[src/rtl/jt900h_memctl.sv]
`default_nettype none
// jt900h_memctl: bridges the core's zero-wait bus to a req/ack memory port, with a
// one-word read buffer, core stalling through cpu_cen and a watchdog on memory requests.
module jt900h_memctl #(
    parameter int AW      = 24,
    parameter int TIMEOUT = 255
) (
    input  logic          clk,
    input  logic          rst_n,
    input  logic          cen_in,
    output logic          cpu_cen,
    input  logic [AW-1:0] cpu_addr,
    input  logic [15:0]   cpu_dout,
    input  logic [1:0]    cpu_we,
    output logic [15:0]   cpu_din,
    input  logic          inval,
    output logic          mem_req,
    output logic          mem_wr,
    output logic [AW-2:0] mem_addr,
    output logic [15:0]   mem_din,
    output logic [1:0]    mem_we,
    input  logic          mem_ack,
    input  logic [15:0]   mem_dout,
    output logic          bus_err
);
    typedef enum logic [1:0] {
        IDLE  = 2'd0,
        READ  = 2'd1,
        WRITE = 2'd2
    } state_t;

    localparam logic [7:0] TLAST = 8'(TIMEOUT - 1);

    state_t        state;
    logic          valid;
    logic          done;
    logic [AW-2:0] tag;
    logic [7:0]    timer;

    logic [AW-2:0] word;
    logic          hit;
    logic          wr_hit;
    logic          expired;
    logic          unused_lsb;

    // Byte lane selection is left to the core, so the address LSB is not needed here.
    assign unused_lsb = cpu_addr[0];
    assign word       = cpu_addr[AW-1:1];
    assign hit        = valid && (tag == word);
    assign wr_hit     = valid && (tag == mem_addr);
    assign expired    = (timer == TLAST);
    assign cpu_cen    = cen_in && (state == IDLE) && (done || ((cpu_we == 2'b00) && hit));

    always_ff @(posedge clk or negedge rst_n) begin
        if (!rst_n) begin
            state    <= IDLE;
            valid    <= 1'b0;
            done     <= 1'b0;
            tag      <= '0;
            timer    <= 8'd0;
            cpu_din  <= 16'h0000;
            mem_req  <= 1'b0;
            mem_wr   <= 1'b0;
            mem_addr <= '0;
            mem_din  <= 16'h0000;
            mem_we   <= 2'b00;
            bus_err  <= 1'b0;
        end else begin
            bus_err <= 1'b0;
            case (state)
                IDLE: begin
                    if (cen_in) begin
                        if (done) begin
                            done <= 1'b0;
                        end else if (cpu_we != 2'b00) begin
                            state    <= WRITE;
                            mem_req  <= 1'b1;
                            mem_wr   <= 1'b1;
                            mem_addr <= word;
                            mem_din  <= cpu_dout;
                            mem_we   <= cpu_we;
                            timer    <= 8'd0;
                        end else if (!hit) begin
                            state    <= READ;
                            mem_req  <= 1'b1;
                            mem_wr   <= 1'b0;
                            mem_addr <= word;
                            mem_we   <= 2'b00;
                            timer    <= 8'd0;
                        end
                    end
                end
                READ: begin
                    timer <= timer + 8'd1;
                    if (mem_ack) begin
                        cpu_din <= mem_dout;
                        tag     <= mem_addr;
                        valid   <= 1'b1;
                        mem_req <= 1'b0;
                        done    <= 1'b1;
                        state   <= IDLE;
                    end else if (expired) begin
                        cpu_din <= 16'hFFFF;
                        valid   <= 1'b0;
                        mem_req <= 1'b0;
                        bus_err <= 1'b1;
                        done    <= 1'b1;
                        state   <= IDLE;
                    end
                end
                WRITE: begin
                    timer <= timer + 8'd1;
                    if (mem_ack) begin
                        // Write-through: keep the buffered copy coherent, never allocate.
                        if (wr_hit && mem_we[1]) cpu_din[15:8] <= mem_din[15:8];
                        if (wr_hit && mem_we[0]) cpu_din[7:0]  <= mem_din[7:0];
                        mem_req <= 1'b0;
                        done    <= 1'b1;
                        state   <= IDLE;
                    end else if (expired) begin
                        mem_req <= 1'b0;
                        bus_err <= 1'b1;
                        done    <= 1'b1;
                        state   <= IDLE;
                    end
                end
                default: state <= IDLE;
            endcase
            // Invalidation overrides a read fill landing in the same cycle.
            if (inval) valid <= 1'b0;
        end
    end
endmodule
`default_nettype wire

[config.mk]
export PLATFORM = sky130hd
export DESIGN_NAME = jt900h_memctl
export DESIGN_NICKNAME = d
export VERILOG_FILES = /design/src/rtl/jt900h_memctl.sv
export SDC_FILE = /design/constraint.sdc
export NUM_CORES = 1
export LEC_CHECK = 0
export BUFFER_PORTS_ARGS = -buffer_cell sky130_fd_sc_hd__buf_2
export CORE_MARGIN = 2
export CORE_UTILIZATION = 35
export DETAILED_ROUTE_END_ITERATION = 8
export PLACE_DENSITY = 0.63
export SLEW_MARGIN = 20
export SYNTH_ARGS = -nofsm -noshare
export SYNTH_HDL_FRONTEND = slang
export SYNTH_SLANG_ARGS = --single-unit
[constraint.sdc]
create_clock -name clk -period 2.8 [get_ports clk]
set_input_delay 0.7 -clock clk [delete_from_list [all_inputs] [get_ports clk]]
set_output_delay 0.7 -clock clk [all_outputs]
set_load 0.01 [all_outputs]
Word-level counts from Yosys, hierarchy flattened
Cells that the tools add are included.

storage, ports and cells
  register bits = 95
  output and inout bits = 61
  input port bits = 63

cells by class
  equality and inequality tests = 14
  bitwise logic cells = 1
  reductions and logical operators = 26
  $add $sub $neg = 1
  multiplexer cells = 41

operators with widths
  operator                                       count
  two-way mux 16 bit                             3
  two-way mux 8 bit                              6
  == test 23 bit                                 2
  two-way mux 23 bit                             2
  one-hot mux 16 bit (2 select lines)            1
  AND reduction 4 bit                            6
  two-way mux 1 bit                              17
  two-way mux 2 bit                              8
  one-hot mux 8 bit (2 select lines)             1
  != test 2 bit, second input constant           5
  adder 8 x 1 -> 8 bit, second input constant    1
  == test 8 bit, second input constant           1
  nonzero test 2 bit                             4
  logical AND 1 bit                              7
  AND reduction 5 bit                            1
  logical NOT 2 bit                              2
  one-hot mux 1 bit (2 select lines)             2
  one-hot mux 2 bit (2 select lines)             1
  AND reduction 2 bit                            2
  != test 3 x 1 -> 1 bit, second input constant  1
  != test 3 x 2 -> 1 bit, second input constant  1
  != test 3 bit, second input constant           1
  AND reduction 3 bit                            1
  nonzero test 3 bit                             1
  other kinds (6)                                6

Longest topological paths before layout
Gate-level depths: netlist (run 1).

  depth after elaboration = 7
  mapped depth = 9
  mapped depth without buffers = 8

Worst setup path before layout (run 1)
No wires, ideal clock.

  path kind = input port to output port
  from = in cpu_we[1]
  to = out cpu_cen
  data arrival time = 1841 ps
  stages = 5
  path buffers = 0
  required time = 2100 ps
  path slack = 259 ps
  cell sequence = nor2_1 nand3_1 or4_4 o21bai_4 nor2b_1

on the way
  longest elaborated chain between the ends = 4

RTL lines
  what               RTL line  RTL
  from (decl)        14        input logic [1:0] cpu_we,
  logical NOT 2 bit  52        assign cpu_cen = cen_in && (state == IDLE) && (done || ((cpu_we == 2'b00) && hit));
  logical AND 1 bit  52
  logical OR 1 bit   52
  logical AND 1 bit  52
  to (decl)          11        output logic cpu_cen,

Every way passes these cells.

Final worst setup path (run 1)
  from = in cpu_addr[3]
  to = out cpu_cen

on the way
  longest elaborated chain between the ends = 5

RTL lines
  what               RTL line  RTL
  from (decl)        12        input logic [AW-1:0] cpu_addr,
  == test 23 bit     49        assign hit = valid && (tag == word);
  logical AND 1 bit  49
  logical AND 1 bit  52
  logical OR 1 bit   52
  logical AND 1 bit  52

Every way passes these cells.

==> qor.txt, run 1 <==
Die area: 14300 sq um
Pin count of the biggest net entering global routing: 37
Synth warnings: 0
Global-route wire length before repair: 17300 microns
Crit path required time: 2.10 ns
Pwr Density: 1100 nW/um^2
Clock tree from TritonCTS: built
Buffer count from post-CTS setup fixing: 0
Syn Std Cell Area: 4670 sq um
Pre-antenna DRT Iters: 4
H-tree levels: 3
Peak VDD IR: 536 uV
Cell area after placement: 5550 sq um
Worst slew pin tran: 1.03 ns
Register area share after synthesis: 0.510
Placement row count: 42
Max Root-Sink Buffers: 2
Antenna-violating nets left: 0
CTS buffer count: 9
Placer congestion estimate: 0.834
Area of the core: 13100 sq um
# fillers: 1308
Data arrival time of the critical path: 2.02 ns
Count of clock tree sinks: 95
Post-cts hold buffer count: 0
Hold_ws: 0.298 ns
Global Route Usage Sum: 0.157
Global route overflow: 0
Maximum operating frequency: 367 MHz
Horiz. Die Dim: 119 microns
Worst-skew pair later-pin latency: 0.35 ns
Routed len/inst: 15.1 microns
Syn Nets: 471
Clock transition time at the flip-flop clock pins of the worst setup and hold paths: 0.07 ns
DP HPWL: 7940 microns
Startpoint type of the worst setup path: input pin
Core occupancy in the finished layout: 0.448
Layout cells sized above 1: 0.428
Skew final: 0.00773 ns
Chip Height: 119 microns
Nets: 602
Number of max-cap violations: 0
Maximum fanout along the worst path: 2
Number of buffers inserted by port buffering: 122
Post-synthesis register bit count: 95
Number of instances in the synthesized netlist: 402
Post-detailed-route DRC marker count: 0
Number of endpoints failing setup at the final stage: 0
Min-Delay Path Class: input pin to async pin
Top library cells by usage in the layout, fill and taps aside: buf_2, dfrtp_1, mux2_2
Final-report hold violation count: 0
DR iter-0 viols: 135
Total I/O pin count: 124
Post-route worst setup slack: 0.0783 ns
Most common library cell in the layout ignoring fill and taps: buf_2
Vias/cell: 4.76
Synthesized area per cell: 11.6 sq um
Shortest clock period the worst path allows after layout: 2.72 ns
Critical path class: input pin to output port
Vias: 3399
Number of distinct library cells after synthesis: 41
P_leak: 0.00274 uW
Area Overhead vs Synth: 26.0%
WL final: 10800 microns
Setup crit end kind: output port
RSZ-0062 raised after global routing: no
Initial cell density of the core: 0.355
Via count of the first global-routing pass: 3386
Status: finished, final reports clean
Share of the clock period used by the worst path: 0.972
Number of antenna violations at the first check in global routing: 2
Worst relative slew slack: 0.315
Setup slack at placement: -0.192 ns
Root Driver: clkbuf_16
Final non-filler cell area: 5880 sq um
ANT cells: 0
Number of slew-limit violations in the final report: 0
==> worst max-delay path, cell delays in order <==
cell and delay [ns]:
buf_2 0.12, xnor2_2 0.15, nand3_1 0.09, or4_4 0.51, o21bai_4 0.16, nor2b_4 0.18
buf_6 0.11
==> state kept, by name, indices dropped and copies added, names as in the netlist <==
| signal | cells |
|---|---|
| cpu_din | 16 |
| valid | 1 |
| mem_wr | 1 |
| bus_err | 1 |
| timer | 8 |
| state | 2 |
| done | 1 |
| mem_we | 2 |
| mem_req | 1 |
| mem_din | 16 |
| tag | 23 |
| mem_addr | 23 |
==> routing by layer <==
layer	vias to the layer above	share of wire	global-route usage
met5	-	0.00093	0
met4	2	0.013	0.0551
met3	13	0.059	0.0465
met2	89	0.48	0.249
met1	1628	0.45	0.205
li1	1667	-	-
==> area by class of cell <==
class / count / area [sq um] / share of cell area
Clock buffer: 11 / 253 / 0.0430
Clock inverter: 5 / 41.3 / 0.00702
Inverter: 19 / 71.3 / 0.0121
Multi-Input combinational cell: 272 / 2180 / 0.371
Sequential cell: 95 / 2380 / 0.404
Tap cell: 176 / 220 / 0.0375
Timing Repair Buffer: 136 / 737 / 0.125
==> report_power, final <==
group,switching [uW],internal (uW)
combinational,1330,1380
sequential,559,2010
clock,534,657
total,2420,4050
==> cells in the mapped netlist, drive strengths merged <==
cell type | count | share of area
a21o | 2 | 0.0032
a21oi | 16 | 0.017
and2 | 1 | 0.0013
and3 | 1 | 0.0013
and3b | 1 | 0.0019
and4 | 2 | 0.0038
buf | 7 | 0.010
clkbuf | 9 | 0.0072
dfrtp | 95 | 0.51
ha | 6 | 0.016
inv | 19 | 0.015
mux2 | 66 | 0.17
nand2 | 26 | 0.021
nand2b | 8 | 0.011
nand3 | 20 | 0.021
nand3b | 2 | 0.0032
nand4 | 5 | 0.0067
nor2 | 17 | 0.014
nor2b | 4 | 0.0054
nor3 | 4 | 0.0043
nor3b | 1 | 0.0016
nor4 | 8 | 0.011
o211ai | 1 | 0.0016
o21ai | 20 | 0.022
o21bai | 3 | 0.0072
o22ai | 1 | 0.0013
o311ai | 7 | 0.013
o32a | 1 | 0.0021
or2 | 2 | 0.0027
or4 | 1 | 0.0024
xnor2 | 13 | 0.024
xor2 | 33 | 0.062
==> metrics by stage <==
stage	instances	power [uW]	setup TNS, ns
2_1_floorplan	402	4320	0
3_3_place_gp	698	5210	-3.03
3_5_place_dp	698	5300	-3.39
4_1_cts	714	6550	0
5_1_grt	714	6960	0
6_report	714	6470	0
==> cells by family (layout without fill, tap and decap cells) <==
family                   count (synthesis)  count (layout)  synth area share
AO/OA/AOI/OAI                           51              51            0.0681
XOR/XNOR                                46              46            0.0864
adder cells (fa/ha/maj)                  6               6            0.0161
buffers and inverters                   35             171            0.0327
flip-flops                              95              95             0.510
multiplexers                            66              66             0.175
AND/OR/NAND/NOR                        103             103             0.113
==> path summary, 6_finish.rpt <==
path / to / depth (start not counted) / slack [ns] / start
min in group clk: valid / 2 / 0.50 / inval
worst min register to register: cpu_din[1] / 1 / 0.51 / cpu_din[1]
worst max register to register: mem_addr[20] / 8 / 0.31 / tag[3]
max in group asynchronous: mem_addr[6] / 2 / 1.74 / rst_n
worst min-delay path: mem_din[15] / 1 / 0.30 / rst_n
worst max-delay path: cpu_cen / 7 / 0.08 / cpu_addr[3]
==> repair_timing <==
action	in CTS	in global routing
resized for setup	4	3
setup endpoints to repair	1	1
pin swaps	3	3
Power figures use the tool's default switching activity.
==> run 2, diff against run 1 <==
CTS_BUF_LIST = sky130_fd_sc_hd__clkbuf_4   (was not set)
==> run 2 against run 1 <==
  * The flow now finishes with violations (negative setup slack)
  * Worst setup slack worse by 0.082 ns
  * Global-route usage fell by 0.13 points
  * Die area did not move
  * Clock-buffer cell count down 2
  * Via count up 1.1%
  * Sequential share of layout area rose by 1.0 points
  * Clock power is 44% lower
  * Sequential cell count is the same
  * Wire length about the same
  * Sequential power is essentially flat
  * Critical path type is now flip-flop to output port
  * Largest cell class unchanged
==> qor.txt, run 2 (same netlist as run 1, synthesis figures left out) <==
Horiz. Die Dim: 119 microns (unchanged)
Chip Height: 119 microns (unchanged)
Placer congestion estimate: 0.834 (unchanged)
Min-Delay Path Class: input pin to async pin
Post-route worst setup slack: -0.00400 ns (-0.0823 ns)
P_leak: 0.00268 uW (-2.3%)
Final-report hold violation count: 0 (unchanged)
DP HPWL: 7940 microns (unchanged)
Count of clock tree sinks: 95 (unchanged)
Number of endpoints failing setup at the final stage: 1 (+1)
Number of buffers inserted by port buffering: 122 (unchanged)
ANT cells: 0 (unchanged)
Antenna-violating nets left: 0 (unchanged)
Crit path required time: 2.10 ns (about the same)
Core occupancy in the finished layout: 0.436 (-0.0112)
Global-route wire length before repair: 17100 microns (-0.92%)
Worst-skew pair later-pin latency: 0.48 ns (+0.13 ns)
Pre-antenna DRT Iters: 4 (unchanged)
RSZ-0062 raised after global routing: yes
Die area: 14300 sq um (unchanged)
DR iter-0 viols: 123 (-8.9%)
Status: complete, but fails checks
Largest registers: mem_addr: 23 flops, tag: 23 flops
Worst slew pin tran: 1.08 ns (+0.0493 ns)
Startpoint type of the worst setup path: flip-flop
Data arrival time of the critical path: 2.10 ns (+0.08 ns)
Skew final: 0.0182 ns (+0.0105 ns)
Number of slew-limit violations in the final report: 0 (unchanged)
Total I/O pin count: 124 (unchanged)
Global Route Usage Sum: 0.156 (-0.00131)
# fillers: 1317 (+0.69%)
Vias/cell: 4.78 (+0.39%)
Area of the core: 13100 sq um (unchanged)
Setup crit end kind: output port
Cell area after placement: 5550 sq um (unchanged)
Setup slack at placement: -0.192 ns (unchanged)
Peak VDD IR: 499 uV (-7.1%)
Post-detailed-route DRC marker count: 0 (unchanged)
Violated checks: negative setup slack
Number of antenna violations at the first check in global routing: 2 (unchanged)
Shortest clock period the worst path allows after layout: 2.80 ns (+0.0823 ns)
Global route overflow: 0 (unchanged)
Clock transition time at the flip-flop clock pins of the worst setup and hold paths: 0.16 ns (+0.09 ns)
Max Root-Sink Buffers: 2 (unchanged)
Number of max-cap violations: 0 (unchanged)
WL final: 10800 microns (about the same)
Vias: 3436 (+1.1%)
Routed len/inst: 15.0 microns (-0.69%)
Nets: 607 (+0.83%)
Maximum operating frequency: 357 MHz (-2.9%)
Root Driver: clkbuf_4
Clock tree from TritonCTS: built
Area Overhead vs Synth: 22.8%
Most common library cell in the layout ignoring fill and taps: buf_2
Final non-filler cell area: 5730 sq um (-2.5%)
Pwr Density: 1040 nW/um^2 (-5.3%)
Area taken by multi-input logic gates: 2170 sq um (-0.34%)
Maximum fanout along the worst path: 2 (unchanged)
Critical path class: flip-flop to output port
Top library cells by usage in the layout, fill and taps aside: buf_2, dfrtp_1, mux2_2
Worst relative slew slack: 0.282 (-0.0329)
Via count of the first global-routing pass: 3355 (-0.92%)
Initial cell density of the core: 0.355 (unchanged)
Layout cells sized above 1: 0.427 (about the same)
Worst setup slack for register-to-register paths: 0.25 ns (-0.06 ns)
Share of the clock period used by the worst path: 1.00 (+0.0294)
Post-cts hold buffer count: 0 (unchanged)
Register cell area after layout: 2380 sq um (unchanged)
H-tree levels: 3 (unchanged)
CTS buffer count: 9 (unchanged)
Pin count of the biggest net entering global routing: 37 (unchanged)
Placement row count: 42 (unchanged)
## run 2: changes by cell type in the layout (fill, tap and decap cells not counted), sizes merged
cell    change
buf         +5
clkbuf      -2
clkinv      +2
## run 2: repair_timing
item                       4_1_cts  5_1_grt
hold endpoints to repair         0        0
pin swaps                        2        2
gates resized for setup          5        1
setup buffers                    1        4
setup endpoints to repair        1        1
## run 2: worst max-delay path, stage by stage (launching register included)
cell and delay, ns:
dfrtp_1 0.43, xor2_1 0.16, nor4_2 0.30, nand4_1 0.14
buf_4 0.18, o21bai_4 0.14, nor2b_4 0.18, buf_6 0.11
## run 2: through the flow
stage               hold WS [ns]  TNS (ns)  power (uW)  cells
floorplan                  0.404         0        4320    402
CTS                        0.133    -0.103        6010    715
global placement           0.488     -3.03        5210    698
global route               0.142    -0.121        6440    719
detailed placement         0.491     -3.39        5300    698
finish                     0.145  -0.00400        5970    719
## run 2: power breakdown
group | switching [uW] | internal, uW
combinational | 1340 | 1410
sequential | 549 | 2000
clock | 487 | 182
total | 2380 | 3590
## run 2: final cells by class
cell class,count,area share
Inverter,19,0.0124
Tap cell,176,0.0384
Timing Repair Buffer,141,0.135
Sequential cell,95,0.415
Clock buffer,9,0.0118
Clock inverter,7,0.00851
Multi-Input combinational cell,272,0.379
## run 2: layer usage
metal / global-route usage / wire length [microns] / vias to the layer above
met5: 0 / 9 / -
met1: 0.202 / 4780 / 1656
li1: - / - / 1668
met3: 0.0465 / 699 / 14
met4: 0.0551 / 167 / 2
met2: 0.247 / 5130 / 96
## run 2: worst paths after layout
kind | start | endpoint | cells past startpoint
min in group clk | inval | valid | 2
min reg2reg | cpu_din[7] | cpu_din[7] | 1
min | rst_n | mem_din[15] | 1
max reg2reg | tag[3] | mem_addr[19] | 8
max in group asynchronous | rst_n | tag[3] | 2
max | tag[9] | cpu_cen | 7
